===== config.mk =====
export PLATFORM = sky130hd
export DESIGN_NAME = mmio_uart_tx
export DESIGN_NICKNAME = d
export VERILOG_FILES = /design/src/rtl/mmio_uart_pkg.sv /design/src/rtl/mmio_uart_tx_sync_fifo.sv /design/src/rtl/mmio_uart_tx.sv
export SDC_FILE = /design/constraint.sdc
export NUM_CORES = 1
export LEC_CHECK = 0
export CORE_MARGIN = 4
export CORE_UTILIZATION = 40
export DETAILED_ROUTE_END_ITERATION = 10
export PLACE_DENSITY_LB_ADDON = 0.3
export SLEW_MARGIN = 20
export SYNTH_ARGS = -nofsm -noshare
export SYNTH_HDL_FRONTEND = slang
export SYNTH_SLANG_ARGS = --single-unit

===== constraint.sdc =====
create_clock -name clk -period 5.7 [get_ports clk]
set_input_delay 0.57 -clock clk [delete_from_list [all_inputs] [get_ports clk]]
set_output_delay 0.57 -clock clk [all_outputs]
set_load 0.05 [all_outputs]

===== src/rtl/mmio_uart_pkg.sv =====
`default_nettype none
// ============================================================================
//  Module      : mmio_uart_pkg
//  Description : Shared definitions for the memory-mapped UART transmitter:
//                register offsets (addr[3:2]), STATUS bit positions and the
//                transmit FSM state encoding.
//  Revision    : 1.0 - initial release
// ============================================================================
package mmio_uart_pkg;

    // Register offsets, decoded from addr[3:2]
    localparam logic [1:0] c_reg_data   = 2'd0;
    localparam logic [1:0] c_reg_status = 2'd1;
    localparam logic [1:0] c_reg_baud   = 2'd2;
    localparam logic [1:0] c_reg_ctrl   = 2'd3;

    // STATUS bit positions
    localparam int c_st_full_bit  = 0;
    localparam int c_st_empty_bit = 1;
    localparam int c_st_busy_bit  = 2;
    localparam int c_st_ovf_bit   = 3;
    localparam int c_st_cnt_lsb   = 8;

    // Transmit FSM states
    typedef enum logic [1:0] {
        S_IDLE  = 2'd0,
        S_START = 2'd1,
        S_DATA  = 2'd2,
        S_STOP  = 2'd3
    } uart_state_e;

endpackage : mmio_uart_pkg
`default_nettype wire


===== src/rtl/mmio_uart_tx_sync_fifo.sv =====
`default_nettype none
// ============================================================================
//  Module      : sync_fifo
//  Description : Single-clock FIFO using read/write pointers that carry one
//                extra wrap bit, so full and empty are distinguished without
//                a separate occupancy register.
//  Ports       : clk, rst        - clock, synchronous active-high reset
//                push_i, din_i   - write request and data (ignored when full)
//                pop_i, dout_o   - read request (ignored when empty), head data
//                full_o, empty_o - occupancy flags
//                count_o         - number of stored entries (0..DEPTH)
//  Revision    : 1.0 - initial release
// ============================================================================
module sync_fifo #(
    parameter int WIDTH = 8,
    parameter int DEPTH = 8
) (
    input  logic                     clk,
    input  logic                     rst,
    input  logic                     push_i,
    input  logic                     pop_i,
    input  logic [WIDTH-1:0]         din_i,
    output logic [WIDTH-1:0]         dout_o,
    output logic                     full_o,
    output logic                     empty_o,
    output logic [$clog2(DEPTH):0]   count_o
);

    localparam int              c_aw  = $clog2(DEPTH);
    localparam logic [c_aw:0]   c_one = 1;

    logic [WIDTH-1:0] mem_q [DEPTH];
    logic [c_aw:0]    wr_ptr_q;
    logic [c_aw:0]    wr_ptr_d;
    logic [c_aw:0]    rd_ptr_q;
    logic [c_aw:0]    rd_ptr_d;
    logic             w_do_push;
    logic             w_do_pop;

    // Pointers match in address bits but differ in the wrap bit when full
    assign full_o    = (wr_ptr_q[c_aw] != rd_ptr_q[c_aw]) &&
                       (wr_ptr_q[c_aw-1:0] == rd_ptr_q[c_aw-1:0]);
    assign empty_o   = (wr_ptr_q == rd_ptr_q);
    assign count_o   = wr_ptr_q - rd_ptr_q;
    assign dout_o    = mem_q[rd_ptr_q[c_aw-1:0]];

    assign w_do_push = push_i & ~full_o;
    assign w_do_pop  = pop_i & ~empty_o;

    always_comb begin
        wr_ptr_d = wr_ptr_q;
        rd_ptr_d = rd_ptr_q;
        if (w_do_push) wr_ptr_d = wr_ptr_q + c_one;
        if (w_do_pop)  rd_ptr_d = rd_ptr_q + c_one;
    end

    always_ff @(posedge clk) begin
        if (rst) begin
            wr_ptr_q <= '0;
            rd_ptr_q <= '0;
        end else begin
            wr_ptr_q <= wr_ptr_d;
            rd_ptr_q <= rd_ptr_d;
        end
    end

    // Storage needs no reset: contents are only visible between the pointers
    always_ff @(posedge clk) begin
        if (w_do_push) mem_q[wr_ptr_q[c_aw-1:0]] <= din_i;
    end

endmodule : sync_fifo
`default_nettype wire


===== src/rtl/mmio_uart_tx.sv =====
`default_nettype none
// ============================================================================
//  Module      : mmio_uart_tx
//  Description : Memory-mapped 8N1 UART transmitter. Software stores bytes
//                to DATA; they are queued in a FIFO and shifted out LSB
//                first on txd_o at BAUD_DIV clock cycles per bit.
//  Ports       : clk, rst   - clock, synchronous active-high reset
//                sel_i      - window select from the address decoder
//                we_i       - store strobe
//                addr_i     - byte address, addr_i[3:2] selects the register
//                wd_i       - store data
//                rd_o       - combinational read data (0 when not selected)
//                txd_o      - registered serial output, idle high
//                irq_o      - registered, high when FIFO empty and FSM idle
//  Revision    : 1.0 - initial release
// ============================================================================
module mmio_uart_tx
    import mmio_uart_pkg::*;
#(
    parameter int          DEPTH       = 8,
    parameter logic [15:0] DEFAULT_DIV = 16'd434
) (
    input  logic        clk,
    input  logic        rst,
    input  logic        sel_i,
    input  logic        we_i,
    input  logic [31:0] addr_i,
    input  logic [31:0] wd_i,
    output logic [31:0] rd_o,
    output logic        txd_o,
    output logic        irq_o
);

    localparam int              c_cw       = $clog2(DEPTH) + 1;
    localparam logic [c_cw-1:0] c_cnt_one  = 1;

    // ------------------------------------------------------------------
    // Register state
    // ------------------------------------------------------------------
    logic [15:0]  baud_div_q, baud_div_d;
    logic         enable_q,   enable_d;
    logic         overflow_q, overflow_d;

    uart_state_e  state_q,    state_d;
    logic [7:0]   shift_q,    shift_d;
    logic [2:0]   bit_cnt_q,  bit_cnt_d;
    logic [15:0]  baud_cnt_q, baud_cnt_d;
    logic         txd_q,      txd_d;
    logic         irq_q,      irq_d;

    // ------------------------------------------------------------------
    // Bus decode
    // ------------------------------------------------------------------
    logic w_wr;
    logic w_wr_data;
    logic w_wr_status;
    logic w_wr_baud;
    logic w_wr_ctrl;

    assign w_wr        = sel_i & we_i;
    assign w_wr_data   = w_wr && (addr_i[3:2] == c_reg_data);
    assign w_wr_status = w_wr && (addr_i[3:2] == c_reg_status);
    assign w_wr_baud   = w_wr && (addr_i[3:2] == c_reg_baud);
    assign w_wr_ctrl   = w_wr && (addr_i[3:2] == c_reg_ctrl);

    // ------------------------------------------------------------------
    // FIFO
    // ------------------------------------------------------------------
    logic [7:0]      w_fifo_dout;
    logic            w_fifo_full;
    logic            w_fifo_empty;
    logic [c_cw-1:0] w_fifo_count;
    logic            w_pop;
    logic            w_push_acc;
    logic            w_empty_next;

    sync_fifo #(
        .WIDTH (8),
        .DEPTH (DEPTH)
    ) u_fifo (
        .clk     (clk),
        .rst     (rst),
        .push_i  (w_wr_data),
        .pop_i   (w_pop),
        .din_i   (wd_i[7:0]),
        .dout_o  (w_fifo_dout),
        .full_o  (w_fifo_full),
        .empty_o (w_fifo_empty),
        .count_o (w_fifo_count)
    );

    assign w_push_acc   = w_wr_data & ~w_fifo_full;

    // FIFO occupancy after this edge; pops only happen when non-empty
    assign w_empty_next = (w_fifo_empty & ~w_push_acc) |
                          ((w_fifo_count == c_cnt_one) & w_pop & ~w_push_acc);

    // ------------------------------------------------------------------
    // Control / configuration registers
    // ------------------------------------------------------------------
    always_comb begin
        baud_div_d = baud_div_q;
        enable_d   = enable_q;
        overflow_d = overflow_q;

        // A zero divisor would stall the bit timer, so it is stored as 1
        if (w_wr_baud) begin
            baud_div_d = (wd_i[15:0] == 16'd0) ? 16'd1 : wd_i[15:0];
        end
        if (w_wr_ctrl) begin
            enable_d = wd_i[0];
        end
        // Rejected push and clear-on-write cannot coincide (different offsets)
        if (w_wr_data && w_fifo_full) begin
            overflow_d = 1'b1;
        end else if (w_wr_status && wd_i[c_st_ovf_bit]) begin
            overflow_d = 1'b0;
        end
    end

    // ------------------------------------------------------------------
    // Transmit FSM, baud counter and shifter
    // ------------------------------------------------------------------
    logic w_bit_end;
    assign w_bit_end = (baud_cnt_q == 16'd1);

    always_comb begin
        state_d    = state_q;
        shift_d    = shift_q;
        bit_cnt_d  = bit_cnt_q;
        baud_cnt_d = baud_cnt_q;
        w_pop      = 1'b0;

        case (state_q)
            S_IDLE: begin
                if (enable_q && !w_fifo_empty) begin
                    w_pop      = 1'b1;
                    state_d    = S_START;
                    shift_d    = w_fifo_dout;
                    bit_cnt_d  = 3'd0;
                    baud_cnt_d = baud_div_q;
                end
            end

            S_START: begin
                if (w_bit_end) begin
                    state_d    = S_DATA;
                    baud_cnt_d = baud_div_q;
                end else begin
                    baud_cnt_d = baud_cnt_q - 16'd1;
                end
            end

            S_DATA: begin
                if (w_bit_end) begin
                    shift_d    = {1'b0, shift_q[7:1]};
                    baud_cnt_d = baud_div_q;
                    if (bit_cnt_q == 3'd7) begin
                        state_d = S_STOP;
                    end else begin
                        bit_cnt_d = bit_cnt_q + 3'd1;
                    end
                end else begin
                    baud_cnt_d = baud_cnt_q - 16'd1;
                end
            end

            S_STOP: begin
                if (w_bit_end) begin
                    // Chain straight into the next frame when data is waiting
                    if (enable_q && !w_fifo_empty) begin
                        w_pop      = 1'b1;
                        state_d    = S_START;
                        shift_d    = w_fifo_dout;
                        bit_cnt_d  = 3'd0;
                        baud_cnt_d = baud_div_q;
                    end else begin
                        state_d    = S_IDLE;
                    end
                end else begin
                    baud_cnt_d = baud_cnt_q - 16'd1;
                end
            end

            default: begin
                state_d = S_IDLE;
            end
        endcase

        // Line level is a function of where the FSM lands, so txd_q is
        // aligned with the state register
        case (state_d)
            S_START: txd_d = 1'b0;
            S_DATA:  txd_d = shift_d[0];
            default: txd_d = 1'b1;
        endcase

        irq_d = w_empty_next && (state_d == S_IDLE);
    end

    always_ff @(posedge clk) begin
        if (rst) begin
            baud_div_q <= DEFAULT_DIV;
            enable_q   <= 1'b1;
            overflow_q <= 1'b0;
            state_q    <= S_IDLE;
            shift_q    <= 8'd0;
            bit_cnt_q  <= 3'd0;
            baud_cnt_q <= 16'd0;
            txd_q      <= 1'b1;
            irq_q      <= 1'b1;
        end else begin
            baud_div_q <= baud_div_d;
            enable_q   <= enable_d;
            overflow_q <= overflow_d;
            state_q    <= state_d;
            shift_q    <= shift_d;
            bit_cnt_q  <= bit_cnt_d;
            baud_cnt_q <= baud_cnt_d;
            txd_q      <= txd_d;
            irq_q      <= irq_d;
        end
    end

    assign txd_o = txd_q;
    assign irq_o = irq_q;

    // ------------------------------------------------------------------
    // Read mux
    // ------------------------------------------------------------------
    logic [31:0] w_count_ext;
    logic [31:0] w_status;

    assign w_count_ext = 32'(w_fifo_count);

    always_comb begin
        w_status                  = 32'd0;
        w_status[c_st_full_bit]   = w_fifo_full;
        w_status[c_st_empty_bit]  = w_fifo_empty;
        w_status[c_st_busy_bit]   = (state_q != S_IDLE);
        w_status[c_st_ovf_bit]    = overflow_q;
        w_status[c_st_cnt_lsb+:4] = w_count_ext[3:0];
    end

    always_comb begin
        rd_o = 32'd0;
        if (sel_i) begin
            case (addr_i[3:2])
                c_reg_status: rd_o = w_status;
                c_reg_baud:   rd_o = {16'd0, baud_div_q};
                c_reg_ctrl:   rd_o = {31'd0, enable_q};
                default:      rd_o = 32'd0;
            endcase
        end
    end

    // Address and data bits outside the register map are don't-care
    logic w_unused_bits;
    assign w_unused_bits = ^{addr_i[31:4], addr_i[1:0], wd_i[31:16],
                             w_count_ext[31:4]};

endmodule : mmio_uart_tx
`default_nettype wire


==> results.cfg, run 1 <==
[synth]
synth_async_sr_flop_share_pct = 0
synthDominantCellAreaShare_pct = 30.9
synth_top_family_by_area = simple AND/OR/NAND/NOR gates
ys.flop_type = edfxtp_1
netlist_area_mm2 = 0.00622
synth_cells = 599
muxShareOfSynthArea_pct = 9.19
yosys-top-cells-area = edfxtp_1, dfxtp_1, mux4_2
seq_area_frac_synth_pct = 50.2
syn_area_per_cell_um2 = 10.4
yosys_register_bits = 124
post_synth_and_or_nand_nor_area_fraction_pct = 17.6
ys_warn_count = 0
synth_compound_area_share_pct = 12.6
synth_edf_count = 64
yosysTopAreaCell = edfxtp_1
synth_xor_area_share_pct = 1.97
yosysUniqueCellTypes = 66
synthAdderAreaFrac_pct = 3.14

[drt]
viasPerCell = 5.73
wl_per_cell_um = 18.5
num_vias = 4741
drtAntennaViolNets = 0
drt_pass1_iterations = 5
drt-initial-drc-count = 382
drt-total-wl_mm = 15.3
drc_errors = 0

[layout]
antennaDiodeCount = 0
seqCellArea_mm2 = 0.00312
fill_cells = 1366
layout-drive-gt1-share_pct = 10.2
multi_input_area_mm2 = 0.00283
nNetsFinal = 710
area_delta_synth_final_pct = 17.2

[pwr]
peakVddDrop_uv = 206
power.share.combinational_pct = 33.5
leakage_nw = 2.60
swShare_pct = 34.7
p_total_w = 0.00330
clkPwrFrac_pct = 32.9
power_frac_seq_pct = 33.6
power.internal_w = 0.00216
powerDensity_mw_per_mm2 = 453
p_switching_w = 0.00114

[timing]
rsz0062_at_grt = no
fin_crit_sh_pct = 66.9
final_max_slew_viol_count = 0
skew_ns = 0.0115
setup_ws_ns = 1.89
max_freq_mhz = 262
period_needed_ns = 3.81
setup_viol = 0
slew_headroom_pct = 32.2
setup_tns_ns = 0
worstMarginPinSlew_ns = 1.02
hold_viol = 0

[critical_path]
end_kind = output port
path_max_fanout = 17
r2r_slack_ns = 2.80
crit_type = input pin to output port
required_ns = 5.13
arrival_ns = 3.24
start_kind = input pin

[die]
die_x_um = 133
start_util_pct = 40.9
placementRows = 45
die_area_mm2 = 0.0176
dieHeight_um = 133
ios = 102
core_area_mm2 = 0.0152

[global_route]
grt_first_pass_wirelength_mm = 24.4
grt_overflow = 0
grtUsageTotal_pct = 17.7
grt_pass1_vias = 4535
antenna_found_initial = 0
grt_max_degree = 39

[hold_path]
min_path_type = register to register

[clocking]
cts_tree = yes
clock_latency_ns = 0.42
post_cts_buffers = 0
cts_sinks = 124
htreeDepth = 4
cts_hold_buffers = 0
clockBufferDepth = 2
clk_root_buffer_cell = clkbuf_16
clk_pin_slew_worst_paths_ns = 0.05
numCtsBuffers = 17
post_cts_resized = 0

[flow_run]
max_cap_viol_count = 0

[placed_design]
finalWeightedCongestion = 0.854
place_ws_ns = 1.90
portBuffers = 39
hpwlAfterDp_mm = 10.6

[run_status]
status = completed
==> metal layers <==
metal / up-vias / routed length, um / GRT usage, %
met1: 2343 / 6960 / 23.6
li1: 2240 / - / -
met3: 18 / 727 / 4.07
met5: - / 0 / 0
met2: 140 / 7490 / 28.8
met4: 0 / 161 / 5.77
==> cells in the mapped netlist, types with 2 or more instances <==
library cell,number
o22ai_1,3
xor2_1,6
or4_1,3
a22oi_1,13
or3_1,4
clkbuf_1,27
o22a_1,2
and2_1,2
nand2_1,68
o21a_1,4
a31oi_1,4
o211ai_1,3
and3_1,12
mux2i_1,20
dfxtp_1,60
mux4_2,16
nor2_1,48
nor4_1,5
o221ai_1,2
nand4_1,7
o21ai_0,29
edfxtp_1,64
nor4b_1,2
and4_1,2
nand3_1,18
ha_1,14
nor3_1,18
nor2b_1,9
a21oi_1,43
buf_2,7
o32ai_1,4
a221oi_1,2
buf_4,18
nor3b_1,5
xnor2_1,8
nand4b_1,2
nand3b_1,2
inv_1,13
nor4_4,2
a211oi_1,2
==> final cells by class <==
| cell class | instances | area share, % |
|---|---|---|
| repair buffers | 47 | 6.18 |
| flip-flops and latches | 124 | 42.9 |
| well taps | 188 | 3.23 |
| clock inverters | 10 | 1.96 |
| inverters | 13 | 0.670 |
| multi-input cells | 424 | 38.9 |
| clock buffers | 22 | 6.23 |
==> cell families (layout without fill, tap and decap cells) <==
kind of cell / count (synthesis) / in the layout
AOI/OAI and AO/OA: 126 / 126
adders and majority gates: 15 / 15
muxes: 37 / 37
other: 1 / 16
buffers and inverters: 66 / 92
and+or+nand+nor: 216 / 216
DFF: 124 / 124
xor gates and xnor gates: 14 / 14
==> registers in the layout, indices dropped and copies added (netlist names), named ones only <==
name,cells
overflow_q,1
u_fifo.wr_ptr_q,4
txd_o,1
baud_cnt_q,16
u_fifo.rd_ptr_q,4
state_q,2
u_fifo.mem_q,64
irq_o,1
bit_cnt_q,3
enable_q,1
shift_q,8
baud_div_q,16
==> power groups by stage <==
stage	Clock, W	Combinational (W)	Sequential, W
finish	0.00108	0.00111	0.00111
global route	0.00114	0.00121	0.00113
CTS	0.00110	0.00109	0.00111
detailed placement	0	0.00108	0.00113
global placement	0	0.00106	0.00112
floorplan	0	0.000875	0.00109
==> worst paths after layout <==
check / startpoint / endpoint / cells after the start
min reg2reg: shift_q[7] / shift_q[7] / 2
max: addr_i[3] / rd_o[1] / 5
max reg2reg: u_fifo.wr_ptr_q[2] / u_fifo.mem_q[7][6] / 6
min: shift_q[7] / shift_q[7] / 2
==> cells in the final DEF, fill, tap and decap left out, types with 17 or more instances in the layout <==
cell              n
a21oi_1          43
clkbuf_16        17
clkdlybuf4s50_1  39
dfxtp_1          59
edfxtp_1         64
mux2i_1          20
nand2_1          68
nand3_1          18
nor2_1           48
nor3_1           18
o21ai_0          29
==> through the flow <==
| stage | instance area [um^2] | hold WS, ns | cells | util (%) |
|---|---|---|---|---|
| 3_5_place_dp | 6690 | 0.469 | 796 | 44.0 |
| 3_3_place_gp | 6690 | 0.452 | 796 | 44.0 |
| 2_1_floorplan | 6280 | 0.439 | 614 | - |
| 6_report | 7290 | 0.479 | 828 | 47.9 |
| 5_1_grt | 7290 | 0.485 | 828 | 47.9 |
| 4_1_cts | 7290 | 0.479 | 828 | 47.9 |
==> worst max-delay path, stage by stage <==
cell and delay (ns):
clkdlybuf4s50_1 0.61, nor2b_1 0.85, a22oi_1 0.22, nor2b_1 0.17, clkdlybuf4s50_1 0.82
(Power assumes the default switching activity.)
==> run 2: changes to the inputs <==
==> constraint.sdc (replaced) <==
create_clock -name clk -period 3.5 [get_ports clk]
set_input_delay 0.35 -clock clk [delete_from_list [all_inputs] [get_ports clk]]
set_output_delay 0.35 -clock clk [all_outputs]
set_load 0.05 [all_outputs]
==> run 2 against run 1 <==
Against the previous run:
- worst setup slack got worse by 1.5 ns
- critical path depth rose by 2
- cell area rose by 0.15%
- clock skew fell by 0.0062 ns
- largest power group is now combinational cells
==> results.cfg, run 2 (synthesis gave the netlist of run 1 again) <==
[clocking]
post_cts_buffers = 0
cts_hold_buffers = 0
cts_sinks = 124
clk_root_buffer_cell = clkbuf_16
clock_latency_ns = 0.42
cts_tree = yes
post_cts_resized = 0
clockBufferDepth = 2
htreeDepth = 4
numCtsBuffers = 17
clk_pin_slew_worst_paths_ns = 0.06

[layout]
largest_register_ffs = 64
fill_cells = 1393
antennaDiodeCount = 0
area_delta_synth_final_pct = 17.4
nNetsFinal = 722
design_area_mm2 = 0.00730
layout_commonest_cell = nand2_1
layout-drive-gt1-share_pct = 13.2
layout_common_cells = nand2_1, edfxtp_1, dfxtp_1

[critical_path]
end_kind = output port
crit_type = register to output port
path_max_fanout = 4
required_ns = 3.15
start_kind = register
r2r-end = baud_cnt_q[14]
worst_r2r_startpoint = u_fifo.wr_ptr_q[0]
r2r_slack_ns = 0.61
reg2reg_depth = 9
arrival_ns = 2.81

[timing]
setup_viol = 0
worstMarginPinSlew_ns = 0.847
skew_ns = 0.00535
hold_viol = 0
setup_tns_ns = 0
final_max_slew_viol_count = 0
rsz0062_at_grt = no
slew_headroom_pct = 43.5
fin_crit_sh_pct = 90.2
max_freq_mhz = 317
period_needed_ns = 3.16

[drt]
drt_pass1_iterations = 6
num_vias = 4852
drt-total-wl_mm = 15.4
drt-initial-drc-count = 467
drc_errors = 0
wl_per_cell_um = 18.3
viasPerCell = 5.78
drtAntennaViolNets = 0

[die]
start_util_pct = 40.9
die_x_um = 133
ios = 102
dieHeight_um = 133
core_area_mm2 = 0.0152
die_area_mm2 = 0.0176
placementRows = 45

[pwr]
p_switching_w = 0.00188
peakVddDrop_uv = 345
powerDensity_mw_per_mm2 = 711
power_frac_seq_pct = 34.4
power.share.combinational_pct = 35.2
leakage_nw = 2.64
clkPwrFrac_pct = 30.4
power.internal_w = 0.00330
swShare_pct = 36.3

[global_route]
grt_overflow = 0
grt_pass1_vias = 4515
grt_first_pass_wirelength_mm = 23.9
antenna_found_initial = 0
grt_max_degree = 38
grtUsageTotal_pct = 17.5

[hold_path]
min_path_type = register to register
hold_depth = 2
min_from = bit_cnt_q[2]
hold_path_end = bit_cnt_q[2]

[placed_design]
finalWeightedCongestion = 0.871
portBuffers = 39
placed_area_mm2 = 0.00676
hpwlAfterDp_mm = 10.9

[run_status]
status = completed

[flow_run]
max_cap_viol_count = 0
==> run 2: cell types whose count changed in the layout (fill, tap and decap cells not counted) <==
cell             before  now
buf_4                 8   27
clkdlybuf4s50_1      39   32
bufinv_16             3    0
clkbuf_1              4    1
clkinvlp_4            1    4
clkinv_2              2    4
dfxtp_1              59   60
dfxtp_2               1    0
inv_6                 1    2
==> run 2: metrics by stage <==
| step | util, % | hold slack [ns] | setup WS, ns | power, W | cells |
|---|---|---|---|---|---|
| 6_report | 48.0 | 0.479 | 0.343 | 0.00519 | 840 |
| 5_1_grt | 48.0 | 0.512 | 0.134 | 0.00546 | 840 |
| 4_1_cts | 48.0 | 0.479 | 0.334 | 0.00520 | 840 |
| 3_5_place_dp | 44.5 | 0.471 | 0.563 | 0.00362 | 808 |
| 3_3_place_gp | 44.5 | 0.456 | 0.613 | 0.00358 | 808 |
| 2_1_floorplan | - | 0.439 | 0.746 | 0.00320 | 614 |
==> run 2: cell type report <==
class | instances | area (um^2) | share of cell area (%)
timing repair buffer | 59 | 523 | 7.16
sequential | 124 | 3120 | 42.8
inverter | 13 | 48.8 | 0.668
multi-input combinational | 424 | 2830 | 38.8
tap | 188 | 235 | 3.22
clock buffer | 19 | 443 | 6.07
clock inverter | 13 | 93.8 | 1.29
==> run 2: per-layer routing <==
metal	GRT usage, %	share of wire (%)	up-vias
met3	3.92	5.8	22
met5	0	0	-
met2	27.7	47	183
li1	-	-	2272
met1	23.6	45	2375
met4	6.29	1.5	0
==> run 2: power by group through the flow <==
stage / Sequential [W] / Combinational (W) / Clock [W]
floorplan: 0.00177 / 0.00143 / 0
global placement: 0.00181 / 0.00178 / 0
detailed placement: 0.00181 / 0.00181 / 0
CTS: 0.00178 / 0.00182 / 0.00160
global route: 0.00180 / 0.00199 / 0.00167
finish: 0.00178 / 0.00183 / 0.00158
==> run 2: worst max-delay path, stage by stage (launching register included) <==
cell	delay, ns
dfxtp_1	0.38
inv_1	0.11
ha_1	0.35
nand3_1	0.17
nor2b_1	0.31
a22oi_1	0.11
nor2b_1	0.14
clkdlybuf4s50_1	0.82
==> run 2: worst max path at each step <==
stage	from	endpoint	slack, ns	cells past startpoint
after global routing	u_fifo.wr_ptr_q[0]	rd_o[0]	0.13	7
final	u_fifo.wr_ptr_q[0]	rd_o[0]	0.34	7
after CTS	u_fifo.wr_ptr_q[0]	rd_o[0]	0.33	7
after global placement	addr_i[3]	rd_o[7]	0.61	4
after detailed placement	addr_i[3]	rd_o[12]	0.56	4
after floorplan	u_fifo.rd_ptr_q[1]	u_fifo.mem_q[1][0]	0.75	6
==> run 3: changes to the inputs <==
==> constraint.sdc (replaced) <==
create_clock -name clk -period 2.62 [get_ports clk]
set_input_delay 0.262 -clock clk [delete_from_list [all_inputs] [get_ports clk]]
set_output_delay 0.262 -clock clk [all_outputs]
set_load 0.05 [all_outputs]
==> run 3 against run 2 <==
Against the previous run:
- sequential share of layout area fell by 2.2 points
- die area stayed put
- first-iteration DRC count down 11%
- clock power increased by 51%
- register-to-register slack got worse by 0.40 ns
- via count shrank 0.93%
- cell area grew 5.5%
- critical endpoint is now rd_o[10]
- highest routed layer unchanged
==> results.cfg, run 3 (synthesis gave the netlist of run 1 again) <==
[timing]
setup_viol = 0
setup_tns_ns = 0
period_needed_ns = 2.47
max_freq_mhz = 405
worstMarginPinSlew_ns = 0.620
hold_viol = 0
fin_crit_sh_pct = 94.3
final_max_slew_viol_count = 0
skew_ns = 0.00950
rsz0062_at_grt = no
slew_headroom_pct = 58.7

[layout]
layout_common_cells = nand2_1, edfxtp_1, dfxtp_1
layout_commonest_cell = nand2_1
area_delta_synth_final_pct = 23.9
design_area_mm2 = 0.00770
nNetsFinal = 740
layout-drive-gt1-share_pct = 17.5
fill_cells = 1329
antennaDiodeCount = 0
largest_register_ffs = 64

[global_route]
grt_first_pass_wirelength_mm = 25.4
antenna_found_initial = 0
grt_max_degree = 29
grt_pass1_vias = 4663
grtUsageTotal_pct = 18.5
grt_overflow = 0

[placed_design]
hpwlAfterDp_mm = 11.4
placed_area_mm2 = 0.00708
portBuffers = 39
finalWeightedCongestion = 0.909

[die]
ios = 102
core_area_mm2 = 0.0152
die_area_mm2 = 0.0176
placementRows = 45
start_util_pct = 40.9
dieHeight_um = 133
die_x_um = 133

[clocking]
clock_latency_ns = 0.42
cts_sinks = 124
htreeDepth = 4
cts_tree = yes
clockBufferDepth = 2
clk_root_buffer_cell = clkbuf_16
clk_pin_slew_worst_paths_ns = 0.06
numCtsBuffers = 17

[critical_path]
end_kind = output port
path_max_fanout = 4
required_ns = 2.36
crit_type = register to output port
start_kind = register
arrival_ns = 2.21

[drt]
drt-total-wl_mm = 15.9
drt_pass1_iterations = 6
drtAntennaViolNets = 0
wl_per_cell_um = 18.5
drc_errors = 0
drt-initial-drc-count = 415
num_vias = 4807
viasPerCell = 5.60

[pwr]
leakage_nw = 2.83
powerDensity_mw_per_mm2 = 955
power_frac_seq_pct = 31.9
power.share.combinational_pct = 35.6
clkPwrFrac_pct = 32.5
swShare_pct = 35.8
power.internal_w = 0.00472
p_switching_w = 0.00264
peakVddDrop_uv = 448

[flow_run]
max_cap_viol_count = 0

[hold_path]
min_path_type = input pin to register

[run_status]
status = completed
[run 3: area by class of cell]
class	instances	area (um^2)	area share, %
sequential	124	3120	40.5
timing repair buffer	77	836	10.8
clock inverter	15	176	2.29
inverter	13	48.8	0.633
tap	188	235	3.05
clock buffer	17	425	5.52
multi-input combinational	424	2860	37.1
[run 3: worst max-delay path, stage by stage (launching register included)]
cell and delay (ns):
dfxtp_1 0.37, inv_1 0.11, ha_1 0.22, fa_1 0.41, xnor2_2 0.20, a22oi_1 0.09
nor2b_1 0.22, buf_12 0.17
[run 3: routing by layer]
metal / GRT usage (%) / part of all wire (%)
met1: 24.8 / 44
met2: 29.7 / 49
met3: 3.65 / 5.2
met4: 7.16 / 2.2
met5: 0 / 0
[run 3: final timing paths]
| kind | startpoint | endpoint | slack, ns | cells past startpoint |
|---|---|---|---|---|
| hold reg to reg | bit_cnt_q[1] | bit_cnt_q[1] | 0.48 | 2 |
| setup / recovery | u_fifo.wr_ptr_q[0] | rd_o[10] | 0.15 | 7 |
| setup reg to reg | u_fifo.rd_ptr_q[1] | u_fifo.mem_q[1][4] | 0.21 | 7 |
| hold / removal | wd_i[13] | baud_div_q[13] | 0.43 | 3 |
[run 3: timing repair]
action	4_1_cts	5_1_grt
gates resized for setup	0	4
endpoints found under the hold margin	0	0
hold buffers	0	0
buffers inserted	0	0
setup endpoints to repair	0	4
[run 3: power by group through the flow]
stage	logic [W]	clock network, W	registers [W]
floorplan	0.00190	0	0.00237
global placement	0.00254	0	0.00237
detailed placement	0.00258	0	0.00238
CTS	0.00260	0.00241	0.00234
global route	0.00287	0.00251	0.00236
finish	0.00262	0.00239	0.00234
[run 3: per-stage QoR]
stage	total power [W]	hold slack [ns]	worst slack, ns	instances	util [%]
2_1_floorplan	0.00427	0.361	0.0444	614	-
3_3_place_gp	0.00491	0.456	0.255	826	46.6
4_1_cts	0.00735	0.421	0.0972	858	50.5
6_report	0.00735	0.432	0.150	858	50.7
3_5_place_dp	0.00496	0.479	0.215	826	46.6
5_1_grt	0.00774	0.436	0.00379	858	50.7
